## config.mk

```make
export PLATFORM = sky130hd
export DESIGN_NAME = subunit_rr_arbiter_flat
export DESIGN_NICKNAME = d
export VERILOG_FILES = /design/src/rtl/subunit_rr_arbiter_pkg.sv /design/src/rtl/subunit_rr_arbiter_if.sv /design/src/rtl/subunit_rr_arbiter_rr_pick.sv /design/src/rtl/subunit_rr_arbiter.sv /design/src/flat_wrapper.sv
export SDC_FILE = /design/constraint.sdc
export NUM_CORES = 1
export LEC_CHECK = 0
export ABC_AREA = 1
export CORE_ASPECT_RATIO = 1.75
export CORE_MARGIN = 5
export CORE_UTILIZATION = 50
export DETAILED_ROUTE_END_ITERATION = 12
export MAX_ROUTING_LAYER = met4
export PLACE_DENSITY_LB_ADDON = 0.12
export RECOVER_POWER = 25
export SYNTH_ARGS = -nofsm -noshare
export SYNTH_HDL_FRONTEND = slang
export SYNTH_SLANG_ARGS = --single-unit
```

## constraint.sdc

```tcl
create_clock -name clk -period 3.6 [get_ports clk]
set_clock_uncertainty 0.05 [all_clocks]
set_input_delay 0.72 -clock clk [delete_from_list [all_inputs] [get_ports clk]]
set_output_delay 0.72 -clock clk [all_outputs]
set_load 0.01 [all_outputs]
```

## src/rtl/subunit_rr_arbiter_pkg.sv

```systemverilog
// subunit_rr_arbiter_pkg: shared FSM state, ID width and rotating first-set search
package subunit_rr_arbiter_pkg;

   typedef enum logic [1:0] {IDLE, GRANT, RECOVER} state_t;

   localparam int MAX_REQ = 16;
   localparam int DEF_REQ = 5;
   localparam int ID_W    = $clog2(DEF_REQ);

   typedef struct packed {
      logic       found;
      logic [3:0] idx;
   } pick_t;

   // First set bit at or after ptr, scanning upward modulo n. Offsets are
   // walked from the far end so the nearest hit is the last one written.
   function automatic pick_t rr_first(input logic [MAX_REQ-1:0] req, input logic [3:0] ptr, input int n);
      pick_t p;
      int    j;
      p = '0;
      for (int i = MAX_REQ - 1; i >= 0; i--) begin
         if (i < n) begin
            j = int'(ptr) + i;
            if (j >= n) j = j - n;
            if (req[j[3:0]]) p = '{found: 1'b1, idx: j[3:0]};
         end
      end
      return p;
   endfunction

endpackage

```

## src/rtl/subunit_rr_arbiter_if.sv

```systemverilog
// subunit_rr_arbiter_if: request/grant bundle between the leaf sub-units and the arbiter
interface subunit_rr_arbiter_if
   import subunit_rr_arbiter_pkg::*;
#(
   parameter int NUM_REQ = DEF_REQ,
   parameter int CNT_W   = 16
);
   localparam int IW = $clog2(NUM_REQ);

   logic [NUM_REQ-1:0] req;
   logic [NUM_REQ-1:0] gnt;
   logic               gnt_valid;
   logic [IW-1:0]      gnt_id;
   logic               timeout;
   logic [CNT_W-1:0]   grant_cnt;

   modport master (output req, input gnt, gnt_valid, gnt_id, timeout, grant_cnt);
   modport slave  (input req, output gnt, gnt_valid, gnt_id, timeout, grant_cnt);
endinterface

```

## src/rtl/subunit_rr_arbiter_rr_pick.sv

```systemverilog
// subunit_rr_arbiter_rr_pick: combinational round-robin priority search
module subunit_rr_arbiter_rr_pick
   import subunit_rr_arbiter_pkg::*;
#(
   parameter int NUM_REQ = DEF_REQ,
   parameter int IW      = $clog2(NUM_REQ)
) (
   input  logic [NUM_REQ-1:0] req,
   input  logic [IW-1:0]      ptr,
   output logic               found,
   output logic [IW-1:0]      idx
);
   pick_t p;

   // search upward from ptr with wrap; idx is meaningless when found is low
   always_comb begin
      p     = rr_first(MAX_REQ'(req), 4'(ptr), NUM_REQ);
      found = p.found;
      idx   = IW'(p.idx);
   end
endmodule

```

## src/rtl/subunit_rr_arbiter.sv

```systemverilog
// subunit_rr_arbiter: round-robin arbiter with hold-limit timeout and one-cycle recovery gap
module subunit_rr_arbiter
   import subunit_rr_arbiter_pkg::*;
#(
   parameter int NUM_REQ  = DEF_REQ,
   parameter int HOLD_MAX = 16,
   parameter int CNT_W    = 16
) (
   input logic clk,
   input logic rst_n,
   subunit_rr_arbiter_if.slave bus
);
   localparam int IW = $clog2(NUM_REQ);

   state_t             state, state_nxt;
   logic [IW-1:0]      rr_ptr, owner, pick_idx, sel;
   logic [7:0]         hold_cnt;
   logic               pick_found, owner_req, hold_end;
   logic [NUM_REQ-1:0] gnt, gnt_nxt;
   logic [IW-1:0]      gnt_id;
   logic               gnt_valid, timeout, timeout_nxt;
   logic [CNT_W-1:0]   grant_cnt;

   assign owner_req = bus.req[owner];
   assign hold_end  = hold_cnt == 8'(HOLD_MAX - 1);

   assign bus.gnt       = gnt;
   assign bus.gnt_valid = gnt_valid;
   assign bus.gnt_id    = gnt_id;
   assign bus.timeout   = timeout;
   assign bus.grant_cnt = grant_cnt;

   subunit_rr_arbiter_rr_pick #(.NUM_REQ(NUM_REQ), .IW(IW)) u_pick (
      .req   (bus.req),
      .ptr   (rr_ptr),
      .found (pick_found),
      .idx   (pick_idx)
   );

   // state register
   always_ff @(posedge clk or negedge rst_n)
      if (!rst_n) state <= IDLE;
      else        state <= state_nxt;

   // next state: arbitrate only in IDLE, leave GRANT on release or hold limit
   always_comb begin
      state_nxt = state == IDLE  ? (pick_found ? GRANT : IDLE) :
                  state == GRANT ? ((!owner_req || hold_end) ? RECOVER : GRANT) :
                  IDLE;
   end

   // next-cycle outputs, registered below so req never reaches gnt combinationally
   always_comb begin
      sel         = state == IDLE ? pick_idx : owner;
      gnt_nxt     = state_nxt == GRANT ? NUM_REQ'(1) << sel : '0;
      timeout_nxt = state == GRANT && state_nxt == RECOVER && owner_req;
   end

   // registered grant outputs; reset clears them asynchronously with no timeout pulse
   always_ff @(posedge clk or negedge rst_n)
      if (!rst_n) begin
         gnt       <= '0;
         gnt_valid <= 1'b0;
         gnt_id    <= '0;
         timeout   <= 1'b0;
      end else begin
         gnt       <= gnt_nxt;
         gnt_valid <= |gnt_nxt;
         gnt_id    <= state_nxt == GRANT ? sel : '0;
         timeout   <= timeout_nxt;
      end

   // owner capture, hold length and rotation pointer advanced in RECOVER
   always_ff @(posedge clk or negedge rst_n)
      if (!rst_n) begin
         owner    <= '0;
         hold_cnt <= '0;
         rr_ptr   <= '0;
      end else begin
         if (state == IDLE && pick_found) begin
            owner    <= pick_idx;
            hold_cnt <= '0;
         end else if (state == GRANT) begin
            hold_cnt <= hold_cnt + 8'd1;
         end
         if (state == RECOVER) rr_ptr <= owner == IW'(NUM_REQ - 1) ? '0 : owner + IW'(1);
      end

   // saturating count of grants issued
   always_ff @(posedge clk or negedge rst_n)
      if (!rst_n) grant_cnt <= '0;
      else if (state == IDLE && pick_found && !(&grant_cnt)) grant_cnt <= grant_cnt + CNT_W'(1);

endmodule

```

## src/flat_wrapper.sv

```systemverilog
// flat-port wrapper written by rule: the top's interface ports become plain ports
module subunit_rr_arbiter_flat import subunit_rr_arbiter_pkg::*;
#(
   parameter int NUM_REQ  = DEF_REQ,
   parameter int HOLD_MAX = 16,
   parameter int CNT_W    = 16
)
  (clk, rst_n, bus_req, bus_gnt, bus_gnt_valid, bus_gnt_id, bus_timeout, bus_grant_cnt);
  subunit_rr_arbiter_if #(.NUM_REQ(NUM_REQ), .CNT_W(CNT_W)) bus_i ();
  input logic clk;
  input logic rst_n;
  input wire logic [$bits(bus_i.req)-1:0] bus_req;
  output wire logic [$bits(bus_i.gnt)-1:0] bus_gnt;
  output wire logic [$bits(bus_i.gnt_valid)-1:0] bus_gnt_valid;
  output wire logic [$bits(bus_i.gnt_id)-1:0] bus_gnt_id;
  output wire logic [$bits(bus_i.timeout)-1:0] bus_timeout;
  output wire logic [$bits(bus_i.grant_cnt)-1:0] bus_grant_cnt;
  assign bus_i.req = bus_req;
  assign bus_gnt = bus_i.gnt;
  assign bus_gnt_valid = bus_i.gnt_valid;
  assign bus_gnt_id = bus_i.gnt_id;
  assign bus_timeout = bus_i.timeout;
  assign bus_grant_cnt = bus_i.grant_cnt;
  subunit_rr_arbiter #(.NUM_REQ(NUM_REQ), .HOLD_MAX(HOLD_MAX), .CNT_W(CNT_W)) u_core (.clk(clk), .rst_n(rst_n), .bus(bus_i));
endmodule
```

# --- Yosys cells after proc, flatten, opt, wreduce, memory -nomap -nowiden ---
# Index checks and enable logic that the tools add are counted.
op_classes:
  n_addsub: 12
  order_cmp: 11
  eq_ne: 6
  shifts: 1
  muxes: 32
  n_reduce_logical: 11
ops:
  columns: ["cell", "count"]
  rows:
  - ["$ge A32 B4 Y1 const B", 1]
  - ["$mux W5", 6]
  - ["$lt A4 B5 Y1 const B", 5]
  - ["$bmux W1 S4", 5]
  - ["$mux W4", 5]
  - ["$add A16 B1 Y16 const B", 1]
  - ["$mux W8", 2]
  - ["$reduce_and A16 Y1", 1]
  - ["$sub A4 B3 Y4 const B", 4]
  - ["$ge A4 B3 Y1 const B", 3]
  - ["$mux W3", 3]
  - ["$add A3 B2 Y4 const B", 2]
  - ["$add A8 B1 Y8 const B", 1]
  - ["$eq A8 B4 Y1 const B", 1]
  - ["$mux W1", 7]
  - ["$mux W2", 3]
  - ["$reduce_or A5 Y1", 1]
  - ["$shl A1 B3 Y5 const A", 1]
  - ["$add A3 B1 Y4 const B", 1]
  - ["$add A3 B3 Y4 const B", 1]
  - ["$eq A2 B1 Y1 const B", 2]
  - ["$eq A2 B2 Y1 const B", 2]
  - ["$logic_and A1 B1 Y1", 4]
  - ["$lt A3 B4 Y1 const B", 1]
  - ["9 further kinds", 10]
totals:
  register_bits: 42
  inputBits: 7
  output_inout_bits: 26
  wordCells: 82

# --- Longest topological paths before layout ---
logic_depth:
  ltp_word: 15
  ltp_mapped: 23
  depth_no_buf: 23

# --- Modules after synthesis ---
# From an unflattened synthesis, not the netlist that was laid out.
unflattened:
  hier_cells: 483
  area_unflattened_um2: 3419.5
modules_own_cells:
  columns: ["mod", "n_inst", "cells_each", "area_each_um2", "seq_area_each_um2"]
  rows:
  - ["subunit_rr_arbiter", 1, 278, 2257.2, 1051.0]
  - ["subunit_rr_arbiter_rr_pick", 1, 205, 1162.4, 0.0]

# --- Worst setup path after synthesis ---
# No wires, ideal clock.
synth_path:
  kind: "reg2reg"
  from: "reg u_core.rr_ptr[0]"
  to: "reg u_core.grant_cnt[2], in the netlist u_core.bus.grant_cnt[2]"
  setup_ns: 0.122
  t_arrival_ns: 2.607
  t_required_ns: 3.428
  setup_slack_ns: 0.821
  path_stages_with_launch: 21
  n_path_buf: 1
  synth_period_minus_slack_ns: 2.779
  cell_sequence: "dfrtp_1 -> inv_2 -> ha_1 -> inv_1 -> fa_1 -> inv_1 -> nand2_2 -> o21ai_2 -> nand3_1 -> or2_1 -> nand2_1 -> nand2_1 -> inv_2 -> nor2_1 -> nand2_2 -> nand2_4 -> inv_6 -> nand2_8 -> buf_8 -> nand2_2 -> o21ai_2"
synth_via:
  elab_chain_len: 12
  elab_cells_between_ends: 36
  classes_between: "add/sub (9); order compare (5); mux (20); reduce/logical (2)"
synth_lines:
  columns: ["element", "line_no", "source"]
  rows:
  - ["start, declared", "subunit_rr_arbiter.sv:16", "logic [IW-1:0] rr_ptr, owner, pick_idx, sel;"]
  - ["start signal, assigned", "subunit_rr_arbiter.sv:86", "if (state == RECOVER) rr_ptr <= owner == IW'(NUM_REQ - 1) ? '0 : owner + IW'(1);"]
  - ["$add A3 B3 Y4", "subunit_rr_arbiter_pkg.sv:23", "j = int'(ptr) + i;"]
  - ["$ge A32 B4 Y1 / $sub A4 B3 Y4 (equally long branches)", "subunit_rr_arbiter_pkg.sv:24", "if (j >= n) j = j - n;"]
  - ["$mux W4", "subunit_rr_arbiter_pkg.sv:24", null]
  - ["$bmux W1 S4", "subunit_rr_arbiter_pkg.sv:25", "if (req[j[3:0]]) p = '{found: 1'b1, idx: j[3:0]};"]
  - ["$mux W1 (implied by the code)", "subunit_rr_arbiter_pkg.sv:25", null]
  - ["$mux W5 (4 in a row)", "subunit_rr_arbiter_pkg.sv:25", null]
  - ["$mux W5 *", "subunit_rr_arbiter_pkg.sv:25", null]
  - ["$logic_and A1 B1 Y1 * (2 in a row)", "subunit_rr_arbiter.sv:92", "else if (state == IDLE && pick_found && !(&grant_cnt)) grant_cnt <= grant_cnt + CNT_W'(1);"]
  - ["end signal, assigned", "subunit_rr_arbiter.sv:92", null]
  - ["end, declared", "subunit_rr_arbiter.sv:22", "logic [CNT_W-1:0] grant_cnt;"]
# Every way passes the cells marked *; elsewhere a longest branch is shown, timed or not. The select of a mux whose other input is x is not followed.
# A chain may end at the register's enable or synchronous reset.

# --- Worst setup path after layout ---
layout_path:
  from: "reg u_core.rr_ptr[0]"
  to: "reg u_core.grant_cnt[5], in the netlist u_core.bus.grant_cnt[5]"
# Same word-level chain as after synthesis.

==> flow_summary.toml <==
[status]
status = "finished with violations"
violations = "max-capacitance violations, max-slew violations"

[worst_setup_path]
slowest_stage = "and3_1"
worstPathMaxFanout = 12
cp.arrival_ps = 3370
crit_path_start_kind = "flip-flop"
worstPathRequired_ps = 3750
critical_path.endpoint_type = "flip-flop"
cp_common_cell = "nand2_1"
criticalPathCategory = "reg -> reg"
worstPathCellList = "inv_2, ha_1, inv_1, fa_1, inv_1, nand2_2, o21ai_2, nand3_1, or2_1, nand2_1, nand2_1, inv_2, nor2_1, nand2_2, and3_1, nand2_1, nand2_1, nand2_1"
crit_path_max_incr_delay_ps = 410

[placed_design]
portBuffers = 32
dpl.hpwl_um = 6690
dpl.cell_count = 558
place_congestion = 1.034

[routing]
drt-wirelength-per-cell_um = 14.99
ant_nets = 0
drc = 0
drt_pre_antenna_iters = 4
first_iter_violations = 178
drt_wl_total_um = 8469
routed-via-count = 3055
via_per_inst = 5.407

[sta]
setup_tns_ps = 0
worst_slew_pin_slew_ps = 2199
rsz0062_at_grt = "false"
period_share_pct = 89.50
slew_violations = 43
relSlewSlack_pct = -46.58
finalHoldViolations = 0
setup_violations = 0
min_period_ps = 3222
max_freq_mhz = 310.4

[cells_and_area]
fin_util_pct = 59.42
antenna_cells = 0
drive_gt1_share_pct = 9.278
n_fill_cell = 570
nNetsFinal = 507
final-instance-count-excl-fill = 565
area_growth_pct = 16.47

[yosys]
yosysWarnings = 0
ys_types = 39
ys_seq_area_share_pct = 33.59
synth_edf_count = 0
synth.cell_area_um2 = 3129
synth_cells = 447
async_flop_share_pct = 100.0
synth_seq_cells = 42
postSynthAreaPerCell_um2 = 7.001
synth_ff_type = "dfrtp_1"
synth_fp_nets = 469

[clock_network]
cts_sinks = 42
cts_tree = "done"
cts_buffers = 5
cts_setup_buffers = 0
clk_pin_slew_ps = 80
clock_latency_ps = 310
post_cts_resize_count = 0
cts_hold_buf = 0
cts_root_buf = "clkbuf_8"
clock_path_buffers = 2
ctsHtreeMaxLevel = 2

[pwr]
powerDensity_nw_per_um2 = 1091
p_leak_nw = 1.807
ir_drop_uv = 487.4
power.total_mw = 3.975

[die]
dieHeight_um = 114.7
initial_utilization_pct = 51.02
die_area_um2 = 8003
core-area_um2 = 6133
io_pins = 33
die_w_um = 69.80
rows = 38

[global_routing]
antenna_found_initial = 0
track_usage_pct = 23.18
overflow = 0
grt_pass1_wl_um = 14150
grt_pass1_vias = 3119
grt_max_degree = 43

[job]
cap_violations = 1

[worst_hold_path]
hold_path_class = "reg -> reg"
## report_power, final
group | internal (mW) | total, mW | switching [mW]
Combinational | 0.941 | 2.85 | 1.91
Clock | 0.222 | 0.387 | 0.165
Sequential | 0.617 | 0.736 | 0.119
## cells in the final DEF (no fill, tap or decap), drive strengths merged, types with 5 or more instances in the layout
cell type      synthesis  layout
o21ai                 25      25
dfrtp                 42      42
nor2                  35      35
inv                   53      53
xor2                  11      11
ha                    14      14
nand3                 54      54
clkbuf                 1       7
nor3                   5       5
nand4                  8       8
xnor2                  8       8
clkdlybuf4s50          0      31
nand2                161     161
a21oi                 11      11
## worst max-delay path, delay by kind of cell (launching register included)
kind	cells	cell delay, ps
simple gates	11	1360
compound gates	1	240
flops	1	390
buf+inv	4	480
fa+ha+maj	2	580
## path summary, 6_finish.rpt
check / startpoint / to / slack, ps / cells past startpoint
max: u_core.rr_ptr[0]$_DFFE_PN0N_ / u_core.bus.grant_cnt[5]$_DFFE_PN0P_ / 380 / 18
min: u_core.hold_cnt[0]$_DFFE_PN0P_ / u_core.hold_cnt[0]$_DFFE_PN0P_ / 460 / 1
max reg2reg: u_core.rr_ptr[0]$_DFFE_PN0N_ / u_core.bus.grant_cnt[5]$_DFFE_PN0P_ / 380 / 18
min reg2reg: u_core.hold_cnt[0]$_DFFE_PN0P_ / u_core.hold_cnt[0]$_DFFE_PN0P_ / 460 / 1
max in group asynchronous: rst_n / u_core.bus.grant_cnt[8]$_DFFE_PN0P_ / 1240 / 1
min in group asynchronous: rst_n / u_core.bus.gnt_valid$_DFF_PN0_ / 1000 / 1
## flip-flops by register name, indices dropped and copies added, names as in the netlist, 2 cells and up
name                  flops
u_core.bus.gnt            5
u_core.bus.gnt_id         3
u_core.bus.grant_cnt     16
u_core.hold_cnt           8
u_core.owner              3
u_core.rr_ptr             3
u_core.state              2
## synth_stat cells, drive strengths merged, types with 5 or more instances
cell / instances / share of area (%)
nand2: 161 / 21
nand3: 54 / 9.0
inv: 53 / 6.5
dfrtp: 42 / 34
nor2: 35 / 4.5
o21ai: 25 / 4.7
ha: 14 / 5.6
a21oi: 11 / 1.9
xor2: 11 / 3.3
nand4: 8 / 1.6
xnor2: 8 / 2.2
nor3: 5 / 0.96
## per-stage QoR
step	setup slack (ps)	hold WS [ps]	area (um2)
finish	377.9	456.1	3645
global route	106.4	492.2	3645
CTS	393.0	455.5	3646
detailed placement	409.4	445.5	3533
global placement	474.3	439.9	3533
floorplan	821.5	374.4	3129
## cell type report
cell class	count	area (um2)	area share, %
clock buffers	6	82.58	2.266
clock inverters	1	30.03	0.8239
inverters	53	203.9	5.596
multi-input cells	348	1841	50.50
flip-flops and latches	42	1051	28.84
well taps	80	100.1	2.746
repair buffers	35	336.6	9.234
## cells by family after synthesis
group	count (synthesis)	share of synthesized area [%]
flip-flops	42	33.59
adder cells (fa/ha/maj)	15	6.238
XOR/XNOR	19	5.558
AO/OA/AOI/OAI	41	7.717
buffers and inverters	57	7.596
AND/OR/NAND/NOR	273	39.31
## routing by layer
metal | wire length, um | track usage, % | vias to the layer above | part of all wire (%)
met3 | 280 | 2.988 | 48 | 3.3
met5 | 0 | - | - | 0
met4 | 644 | 18.80 | 0 | 7.6
li1 | - | - | 1506 | -
met1 | 2959 | 21.00 | 1402 | 35
met2 | 4584 | 42.32 | 99 | 54
Note: power is estimated with default switching activity, not from simulation.
